`config.mk`:
```
export PLATFORM = sky130hd
export DESIGN_NAME = lstm_act_arbiter_flat
export DESIGN_NICKNAME = d
export VERILOG_FILES = /design/src/rtl/lstm_pkg.sv /design/src/rtl/lstm_act_arbiter_if.sv /design/src/rtl/rr_arbiter.sv /design/src/rtl/lstm_act_arbiter.sv /design/src/flat_wrapper.sv
export SDC_FILE = /design/constraint.sdc
export NUM_CORES = 1
export LEC_CHECK = 0
export ABC_CLOCK_PERIOD_IN_PS = 2670
export BUFFER_PORTS_ARGS = -buffer_cell sky130_fd_sc_hd__buf_4
export CAP_MARGIN = 20
export CELL_PAD_IN_SITES_DETAIL_PLACEMENT = 1
export CELL_PAD_IN_SITES_GLOBAL_PLACEMENT = 2
export CORE_MARGIN = 10
export CORE_UTILIZATION = 26
export CTS_CLUSTER_SIZE = 12
export DETAILED_ROUTE_END_ITERATION = 10
export GPL_TIMING_DRIVEN = 0
export PLACE_DENSITY_LB_ADDON = 0.2
export SETUP_SLACK_MARGIN = 0.05
export SLEW_MARGIN = 20
export SYNTH_ARGS = -nofsm -noshare
export SYNTH_HDL_FRONTEND = slang
export SYNTH_SLANG_ARGS = --single-unit
```
`constraint.sdc`:
```
create_clock -name clock -period 2.67 [get_ports clock]
set_input_delay 0.267 -clock clock [delete_from_list [all_inputs] [get_ports clock]]
set_output_delay 0.267 -clock clock [all_outputs]
set_load 0.01 [all_outputs]
```
`src/rtl/lstm_pkg.sv`:
```
// Shared LSTM activation types and constants. The default activation latency lives
// here so that the arbiter and the sigmoid/tanh units are always built with the same value.
package lstm_pkg;

  localparam int NUM_GATES           = 4;
  localparam int GATE_ID_W           = 2;
  localparam int Q88_W               = 16;
  localparam int ACT_LATENCY_DEFAULT = 5;

  localparam logic [GATE_ID_W-1:0] GATE_I = 2'd0;
  localparam logic [GATE_ID_W-1:0] GATE_F = 2'd1;
  localparam logic [GATE_ID_W-1:0] GATE_O = 2'd2;
  localparam logic [GATE_ID_W-1:0] GATE_G = 2'd3;

  typedef enum logic {
    ACT_SIGMOID = 1'b0,
    ACT_TANH    = 1'b1
  } act_func_t;

  typedef struct packed {
    logic                 valid;
    logic [GATE_ID_W-1:0] id;
    act_func_t            func;
    logic [Q88_W-1:0]     data;
  } act_packet_t;

endpackage

```
`src/rtl/lstm_act_arbiter_if.sv`:
```
// Bundle between the LSTM gate requesters, the shared activation unit and the arbiter.
// slave = the arbiter's view; master = the requester/activation-unit side.
interface lstm_act_arbiter_if
  import lstm_pkg::*;
#(
  parameter int NUM_REQ = NUM_GATES,
  parameter int DATA_W  = Q88_W
);
  logic [NUM_REQ-1:0]             req_valid;
  logic [NUM_REQ-1:0][DATA_W-1:0] req_data;
  logic [NUM_REQ-1:0]             req_func;
  logic [NUM_REQ-1:0]             req_ready;
  logic                           act_in_valid;
  logic [DATA_W-1:0]              act_in_data;
  logic                           act_in_func;
  logic [DATA_W-1:0]              act_out_data;
  logic [NUM_REQ-1:0]             resp_valid;
  logic [DATA_W-1:0]              resp_data;
  logic                           busy;

  modport slave (
    input  req_valid, req_data, req_func, act_out_data,
    output req_ready, act_in_valid, act_in_data, act_in_func, resp_valid, resp_data, busy
  );

  modport master (
    output req_valid, req_data, req_func, act_out_data,
    input  req_ready, act_in_valid, act_in_data, act_in_func, resp_valid, resp_data, busy
  );
endinterface

```
`src/rtl/rr_arbiter.sv`:
```
// Round-robin arbiter: one-hot grant searched from the pointer upward with wrap,
// and the pointer moves past the winner only when the grant is accepted.
module rr_arbiter #(
  parameter int N    = 4,
  parameter int ID_W = $clog2(N)
) (
  input  logic            clock,
  input  logic            reset,
  input  logic [N-1:0]    req,
  input  logic            accept,
  output logic [N-1:0]    grant,
  output logic [ID_W-1:0] grant_id
);
  logic [ID_W-1:0] ptr_reg;
  logic [ID_W-1:0] ptr_next;
  logic [N-1:0]    upper_mask;
  logic [N-1:0]    upper_req;

  genvar gi;
  generate
    for (gi = 0; gi < N; gi++) begin : g_mask
      assign upper_mask[gi] = (ID_W'(gi) >= ptr_reg);
    end
  endgenerate

  assign upper_req = req & upper_mask;

  // Lowest set bit at/above the pointer wins; otherwise wrap to the lowest set bit overall.
  always_comb begin
    if (|upper_req) begin
      grant = upper_req & (~upper_req + N'(1));
    end else begin
      grant = req & (~req + N'(1));
    end
  end

  always_comb begin
    grant_id = '0;
    for (int i = 0; i < N; i++) begin
      if (grant[i]) begin
        grant_id = ID_W'(i);
      end
    end
  end

  always_comb begin
    if (grant_id == ID_W'(N - 1)) begin
      ptr_next = '0;
    end else begin
      ptr_next = grant_id + ID_W'(1);
    end
  end

  always_ff @(posedge clock) begin
    if (reset) begin
      ptr_reg <= '0;
    end else if (accept) begin
      ptr_reg <= ptr_next;
    end
  end
endmodule

```
`src/rtl/lstm_act_arbiter.sv`:
```
// Shares one fixed-latency activation unit among the LSTM gate requesters; a shadow pipe
// routes each result back to its issuer. Define LSTM_ACT_PERF_EN for grant/conflict counters.
module lstm_act_arbiter
  import lstm_pkg::*;
#(
  parameter int NUM_REQ     = NUM_GATES,
  parameter int DATA_W      = Q88_W,
  parameter int ACT_LATENCY = ACT_LATENCY_DEFAULT,
  parameter int ID_W        = $clog2(NUM_REQ)
) (
  input logic               clock,
  input logic               reset,
  lstm_act_arbiter_if.slave bus
`ifdef LSTM_ACT_PERF_EN
  ,
  output logic [NUM_REQ-1:0][31:0] perf_grants,
  output logic [31:0]              perf_conflicts
`endif
);
  logic [NUM_REQ-1:0]                 grant;
  logic [ID_W-1:0]                    grant_id;
  logic                               handshake;
  act_packet_t                        issue_reg;
  act_packet_t                        issue_next;
  logic [ACT_LATENCY-1:0]             shadow_valid_reg;
  logic [ACT_LATENCY-1:0]             shadow_valid_next;
  logic [ACT_LATENCY-1:0][ID_W-1:0]   shadow_id_reg;
  logic [ACT_LATENCY-1:0][ID_W-1:0]   shadow_id_next;
  logic [NUM_REQ-1:0]                 resp_valid_reg;
  logic [NUM_REQ-1:0]                 resp_valid_next;
  logic [DATA_W-1:0]                  resp_data_reg;
  logic [DATA_W-1:0]                  resp_data_next;

  genvar gi;

  rr_arbiter #(
    .N    (NUM_REQ),
    .ID_W (ID_W)
  ) u_rr_arbiter (
    .clock    (clock),
    .reset    (reset),
    .req      (bus.req_valid),
    .accept   (handshake),
    .grant    (grant),
    .grant_id (grant_id)
  );

  assign bus.req_ready = grant;
  assign handshake     = |(bus.req_valid & grant);

  // Operand and function hold their last values when nothing is issued.
  always_comb begin
    issue_next       = issue_reg;
    issue_next.valid = handshake;
    if (handshake) begin
      issue_next.id   = GATE_ID_W'(grant_id);
      issue_next.func = act_func_t'(bus.req_func[grant_id]);
      issue_next.data = Q88_W'(bus.req_data[grant_id]);
    end
  end

  // Shadow pipe runs in lockstep with the unit so its last stage lines up with act_out_data.
  generate
    for (gi = 0; gi < ACT_LATENCY; gi++) begin : g_shadow
      if (gi == 0) begin : g_head
        assign shadow_valid_next[gi] = issue_reg.valid;
        assign shadow_id_next[gi]    = ID_W'(issue_reg.id);
      end else begin : g_tail
        assign shadow_valid_next[gi] = shadow_valid_reg[gi-1];
        assign shadow_id_next[gi]    = shadow_id_reg[gi-1];
      end
    end
  endgenerate

  always_comb begin
    resp_valid_next = '0;
    resp_data_next  = resp_data_reg;
    if (shadow_valid_reg[ACT_LATENCY-1]) begin
      resp_valid_next = NUM_REQ'(1) << shadow_id_reg[ACT_LATENCY-1];
      resp_data_next  = bus.act_out_data;
    end
  end

  always_ff @(posedge clock) begin
    if (reset) begin
      issue_reg        <= '0;
      shadow_valid_reg <= '0;
      shadow_id_reg    <= '0;
      resp_valid_reg   <= '0;
      resp_data_reg    <= '0;
    end else begin
      issue_reg        <= issue_next;
      shadow_valid_reg <= shadow_valid_next;
      shadow_id_reg    <= shadow_id_next;
      resp_valid_reg   <= resp_valid_next;
      resp_data_reg    <= resp_data_next;
    end
  end

  assign bus.act_in_valid = issue_reg.valid;
  assign bus.act_in_data  = DATA_W'(issue_reg.data);
  assign bus.act_in_func  = issue_reg.func;
  assign bus.resp_valid   = resp_valid_reg;
  assign bus.resp_data    = resp_data_reg;
  assign bus.busy         = issue_reg.valid | (|shadow_valid_reg);

`ifdef LSTM_ACT_PERF_EN
  logic [NUM_REQ-1:0][31:0] perf_grants_reg;
  logic [NUM_REQ-1:0][31:0] perf_grants_next;
  logic [31:0]              perf_conflicts_reg;
  logic [31:0]              perf_conflicts_next;
  logic                     multi_valid;

  // Clearing the lowest set bit leaves something only when two or more bits were set.
  assign multi_valid = |(bus.req_valid & (bus.req_valid - NUM_REQ'(1)));

  generate
    for (gi = 0; gi < NUM_REQ; gi++) begin : g_perf
      assign perf_grants_next[gi] = (grant[gi] && !(&perf_grants_reg[gi]))
                                    ? perf_grants_reg[gi] + 32'd1 : perf_grants_reg[gi];
    end
  endgenerate

  assign perf_conflicts_next = (multi_valid && !(&perf_conflicts_reg))
                               ? perf_conflicts_reg + 32'd1 : perf_conflicts_reg;

  always_ff @(posedge clock) begin
    if (reset) begin
      perf_grants_reg    <= '0;
      perf_conflicts_reg <= '0;
    end else begin
      perf_grants_reg    <= perf_grants_next;
      perf_conflicts_reg <= perf_conflicts_next;
    end
  end

  assign perf_grants    = perf_grants_reg;
  assign perf_conflicts = perf_conflicts_reg;
`endif
endmodule

```
`src/flat_wrapper.sv`:
```
// flat-port wrapper written by rule: the top's interface ports become plain ports
module lstm_act_arbiter_flat import lstm_pkg::*;
#(
  parameter int NUM_REQ     = NUM_GATES,
  parameter int DATA_W      = Q88_W,
  parameter int ACT_LATENCY = ACT_LATENCY_DEFAULT,
  parameter int ID_W        = $clog2(NUM_REQ)
)
  (clock, reset, bus_req_valid, bus_req_data, bus_req_func, bus_act_out_data, bus_req_ready, bus_act_in_valid, bus_act_in_data, bus_act_in_func, bus_resp_valid, bus_resp_data, bus_busy);
  lstm_act_arbiter_if #(.NUM_REQ(NUM_REQ), .DATA_W(DATA_W)) bus_i ();
  input logic clock;
  input logic reset;
  input wire logic [$bits(bus_i.req_valid)-1:0] bus_req_valid;
  input wire logic [$bits(bus_i.req_data)-1:0] bus_req_data;
  input wire logic [$bits(bus_i.req_func)-1:0] bus_req_func;
  input wire logic [$bits(bus_i.act_out_data)-1:0] bus_act_out_data;
  output wire logic [$bits(bus_i.req_ready)-1:0] bus_req_ready;
  output wire logic [$bits(bus_i.act_in_valid)-1:0] bus_act_in_valid;
  output wire logic [$bits(bus_i.act_in_data)-1:0] bus_act_in_data;
  output wire logic [$bits(bus_i.act_in_func)-1:0] bus_act_in_func;
  output wire logic [$bits(bus_i.resp_valid)-1:0] bus_resp_valid;
  output wire logic [$bits(bus_i.resp_data)-1:0] bus_resp_data;
  output wire logic [$bits(bus_i.busy)-1:0] bus_busy;
  assign bus_i.req_valid = bus_req_valid;
  assign bus_i.req_data = bus_req_data;
  assign bus_i.req_func = bus_req_func;
  assign bus_i.act_out_data = bus_act_out_data;
  assign bus_req_ready = bus_i.req_ready;
  assign bus_act_in_valid = bus_i.act_in_valid;
  assign bus_act_in_data = bus_i.act_in_data;
  assign bus_act_in_func = bus_i.act_in_func;
  assign bus_resp_valid = bus_i.resp_valid;
  assign bus_resp_data = bus_i.resp_data;
  assign bus_busy = bus_i.busy;
  lstm_act_arbiter #(.NUM_REQ(NUM_REQ), .DATA_W(DATA_W), .ACT_LATENCY(ACT_LATENCY), .ID_W(ID_W)) u_core (.clock(clock), .reset(reset), .bus(bus_i));
endmodule
```
; Word-level counts from Yosys, hierarchy flattened
; Cells that the tools add are included.
[totals]
reg_bits = 57
input_bits = 90
out_inout_bits = 43
word_cells = 44
[classes]
add_sub_neg = 3
magnitude_cmp = 5
eq_ne = 1
shift = 1
mux = 9
bitwise = 8
n_reduce_logical = 4
[ops]
columns = op, count
row1 = 16-bit binary-select mux with 2-bit select, 1
row2 = 4-bit bitwise AND, 4
row3 = 16-bit two-way mux, 1
row4 = 4-bit by 1-bit adder with 4-bit output (second input constant), 2
row5 = 4-bit NOT, 2
row6 = 4-bit OR reduction, 2
row7 = 2-bit two-way mux, 3
row8 = 5-bit OR reduction, 1
row9 = 1-bit by 2-bit greater-or-equal comparator with 1-bit output (first input constant), 2
row10 = 2-bit greater-or-equal comparator (first input constant), 2
row11 = 4-bit two-way mux, 1
row12 = 1-bit by 2-bit left shift with 4-bit output (first input constant), 1
row13 = 2-bit by 3-bit < comparator with 1-bit output (second input constant), 1
row14 = 2-bit by 1-bit adder with 2-bit output (second input constant), 1
row15 = 1-bit binary-select mux with 2-bit select, 1
row16 = 2-bit == test (second input constant), 1
row17 = 1-bit two-way mux, 2
row18 = 2-bit OR reduction, 1
row19 = 1-bit NOT, 1
row20 = 1-bit bitwise OR, 1

; Longest topological paths before layout
[logic_depth]
ltp_word = 11
mapped_depth = 8
ltp_nobuf = 5

; Modules after synthesis
; Synthesis repeated with hierarchy kept, for this count alone.
[hier_totals]
hier_cells = 263
area_unflattened_um2 = 2700.1
[modules_own_cells]
columns = mod, n_inst, cells_per_inst, area_each_um2, seq_area_each_um2
row1 = lstm_act_arbiter, 1, 223, 2426.1, 1101.1
row2 = rr_arbiter, 1, 40, 274.0, 40.0

; Worst setup path after synthesis
; Ideal clock, no wire load.
[synth_path]
path_kind = input to register
from = in bus_req_valid[0]
to = reg u_core.issue_reg, in the netlist u_core.bus.act_in_data[0]
setup_ps = 104
t_arrival_ps = 1757
required_ps = 2566
setup_slack_ps = 810
stages = 8
path_buffers = 3
path_cell_list = buf_6 > nor2b_4 > or4_4 > buf_6 > nand2_8 > buf_12 > o22ai_1 > a2111oi_2
[synth_via]
elab_chain_cells = 10
word_cells_on_any_way = 16
cone_classes = add/sub (2) / mux (6) / bitwise (6) / reduce/logical (2)
[synth_rtl]
columns = item, line_no
row1 = from (decl), flat_wrapper.sv:13  ; input wire logic [$bits(bus_i.req_valid)-1:0] bus_req_valid;
row2 = 4-bit bitwise AND, rr_arbiter.sv:26  ; assign upper_req = req & upper_mask;
row3 = 4-bit NOT, rr_arbiter.sv:31  ; grant = upper_req & (~upper_req + N'(1));
row4 = 4-bit by 1-bit adder with 4-bit output, rr_arbiter.sv:31
row5 = 4-bit bitwise AND, rr_arbiter.sv:31
row6 = 4-bit two-way mux, rr_arbiter.sv:30  ; if (|upper_req) begin
row7 = 1-bit two-way mux, rr_arbiter.sv:40  ; if (grant[i]) begin
row8 = 2-bit two-way mux (2 in a row), rr_arbiter.sv:40
row9 = 16-bit binary-select mux with 2-bit select, lstm_act_arbiter.sv:58  ; issue_next.data = Q88_W'(bus.req_data[grant_id]);
row10 = 16-bit two-way mux (implied by the code), lstm_act_arbiter.sv:58
row11 = to (signal assigned), lstm_act_arbiter.sv:92  ; issue_reg <= issue_next;
row12 = to (decl), lstm_act_arbiter.sv:23  ; act_packet_t issue_reg;
; Parallel ways exist; a longest one is shown, timed or not. The select of a mux whose other input is x is not followed.
; A chain may end at the register's enable or synchronous reset.

; Worst setup path after layout
[layout_path]
from = reg u_core.u_rr_arbiter.ptr_reg[1]
to = reg u_core.issue_reg, in the netlist u_core.bus.act_in_data[4]
[layout_via]
elab_chain_cells = 11
word_cells_on_any_way = 17
cone_classes = add/sub (1) / order compare (4) / mux (6) / bitwise (4) / reduce/logical (2)
[layout_rtl]
columns = item, line_no
row1 = from (decl), rr_arbiter.sv:14  ; logic [ID_W-1:0] ptr_reg;
row2 = from (signal assigned), rr_arbiter.sv:58  ; ptr_reg <= ptr_next;
row3 = 1-bit by 2-bit greater-or-equal comparator with 1-bit output, rr_arbiter.sv:22  ; assign upper_mask[gi] = (ID_W'(gi) >= ptr_reg);
row4 = 4-bit bitwise AND *, rr_arbiter.sv:26
row5 = 4-bit NOT, rr_arbiter.sv:31
row6 = 4-bit by 1-bit adder with 4-bit output, rr_arbiter.sv:31
row7 = 4-bit bitwise AND, rr_arbiter.sv:31
row8 = 4-bit two-way mux *, rr_arbiter.sv:30
row9 = 1-bit two-way mux, rr_arbiter.sv:40
row10 = 2-bit two-way mux (2 in a row), rr_arbiter.sv:40
row11 = 16-bit binary-select mux with 2-bit select, lstm_act_arbiter.sv:58
row12 = 16-bit two-way mux (implied by the code), lstm_act_arbiter.sv:58
; Mark *: on every way between the ends. The rest lies on a longest branch, timed or not. The select of a mux whose other input is x is not followed.

==> reports/results.tsv <==
metric	value	unit
cts_sinks	57	
grt_setup_unrepaired	true	
chipHeight	122.4	µm
async_reset_ff_share	0	%
syn_to_final_growth	49.47	%
cp_data_required_time	2.85	ns
synth_area_per_cell	9.233	µm²
power.leakage	0.001775	µW
dp_hpwl	7359	µm
numCtsBuffers	9	
arrival	2.58	ns
period_needed	2.402	ns
synth_area_leaders	dfxtp_1, nor2_1, a2111oi_2	
netlist.top_cell.by_area	dfxtp_1	
gr-usage-all-layers	12.86	%
ys_seq_elements	57	
placed_cell_area	3862	µm²
final_max_slew_viol_count	0	
final_common_cell	buf_4	
yosysWarnings	0	
cts_hold_buf	0	
netlist_area	2724	µm²
cp_top_family	compound AO/OA/AOI/OAI gates	
clkTransAtPathRegs	0.08	ns
critical_path.max_fanout	10	
fin_tns_setup	0	ns
tightest_slew	0.8176	ns
max-clock-path-buffers	2	
globalRoute.totalOverflow	0	
synth_cells	295	
fp.coreArea	10280	µm²
cp_num_buf_inv	3	
status	finished, final reports clean	
finalWirelength	9707	µm
max_cap_viol_count	0	
fin_skew	0.01335	ns
ant_nets	0	
cts_tree	built	
final_cell_mix	buf_4, nor2_1, dfxtp_1	
initial_utilization	26.50	%
gp_congestion	0.7358	
finalHoldViolCount	0	
nets	525	
rows	37	
hp-class	in -> reg	
synth_edf_count	0	
diodes	0	
ys.flop_type	dfxtp_1	
die_w	122.4	µm
peakVddDrop	0.2103	mV
critPathMaxStageDelay	0.54	ns
first_pass_iters	4	
fmax	416.4	MHz
cts_setup_buffers	0	
finalPower	2391	µW
grt_max_degree	12	
remaining_drc_errors	0	
slew_headroom	45.49	%
clk_latency	0.34	ns
setup_viol	0	
final_design_area_no_fill	4071	µm²
cp-start-kind	flop	
ys_seq_area_share	41.89	%
grt_pass1_vias	2865	
path_cells	buf_2 > inv_1 > a21o_1 > a211oi_2 > clkbuf_1 > o21a_1 > a2111oi_2	
io_pins	133	
post-route-period-util	89.95	%
drt_iter0_markers	83	
antenna_found_initial	0	
h-tree-depth	3	
p_per_area	587.3	nW/µm²
ctsResizeCount	0	
viasPerCell	4.540	
die-area	14970	µm²
final_layout_size_suffix_gt1_share	44.09	%
yosysTopAreaCellShare	41.89	%
syn-num-nets	385	
critPathKind	reg -> reg	
grt_pass1_wl	15300	µm
routed-via-count	2615	
ys_types	35	
slowest_stage	a211oi_2	
clock-root-buffer	clkbuf_8	
io_buffers	129	
wire_per_inst	16.85	µm
endpoint_kind	flop	
[cell type report]
type | instances | area, µm²
clock inverter | 7 | 70.07
tap | 136 | 170.2
buffer | 37 | 240.2
clock buffer | 9 | 123.9
sequential | 57 | 1141
multi-input combinational | 197 | 1343
fill | 1233 | 6206
timing repair buffer | 129 | 968.4
inverter | 4 | 15.01
[cell families (layout without fill, tap and decap cells)]
family                 count (synthesis)  in the layout  share of synthesized area (%)
DFF                                   57             57                          41.89
muxes                                 16             16                          5.880
buffers and inverters                 41            186                          9.371
AOI/OAI and AO/OA                     86             86                          26.05
and+or+nand+nor                       95             95                          16.81
[layer usage]
layer / track usage (%) / wire length, µm
met1: 14.40 / 4011
met2: 21.00 / 4606
met5: 0 / 0
met3: 6.336 / 989
met4: 4.197 / 99
[path summary, 6_finish.rpt]
check | slack (ns) | from | to | cells past startpoint
setup / recovery | 0.27 | u_core.u_rr_arbiter.ptr_reg[1] | u_core.bus.act_in_data[4] | 7
hold / removal | 0.16 | reset | u_core.shadow_id_next[3] | 2
setup reg to reg | 0.27 | u_core.u_rr_arbiter.ptr_reg[1] | u_core.bus.act_in_data[4] | 7
hold reg to reg | 0.44 | u_core.shadow_id_next[8] | u_core.shadow_id_reg[8] | 1
[synth_stat cells (2+ instances only)]
cell type	number
mux2i_1	16
nand2b_1	2
o21ai_0	2
inv_1	4
a2111oi_2	11
a2111oi_1	6
buf_6	2
clkbuf_1	8
dfxtp_1	57
nor2_1	62
nand2_1	3
buf_1	2
buf_4	16
o22ai_2	3
buf_2	8
o22ai_1	15
nand3_1	2
o21a_1	18
nor2b_1	17
a21oi_1	25
nor4_1	2
[report_power, final]
part	internal [µW]	total, µW	switching, µW	leakage, µW
registers	908	940	31.7	0.000467
logic	330	633	303	0.00121
clock network	431	818	388	0.0000994
total	1670	2390	722	0.00177
[through the flow]
step | setup WS, ns | utilization, % | instances | hold WS [ns]
2_1_floorplan | 0.8097 | - | 295 | 0.3500
3_3_place_gp | 0.1071 | 37.58 | 560 | 0.4219
3_5_place_dp | 0.1130 | 37.58 | 560 | 0.4255
4_1_cts | 0.09757 | 39.47 | 576 | 0.1514
5_1_grt | 0.03438 | 39.62 | 576 | 0.1518
6_report | 0.2684 | 39.62 | 576 | 0.1645
Note: power is estimated with default switching activity, not from simulation.
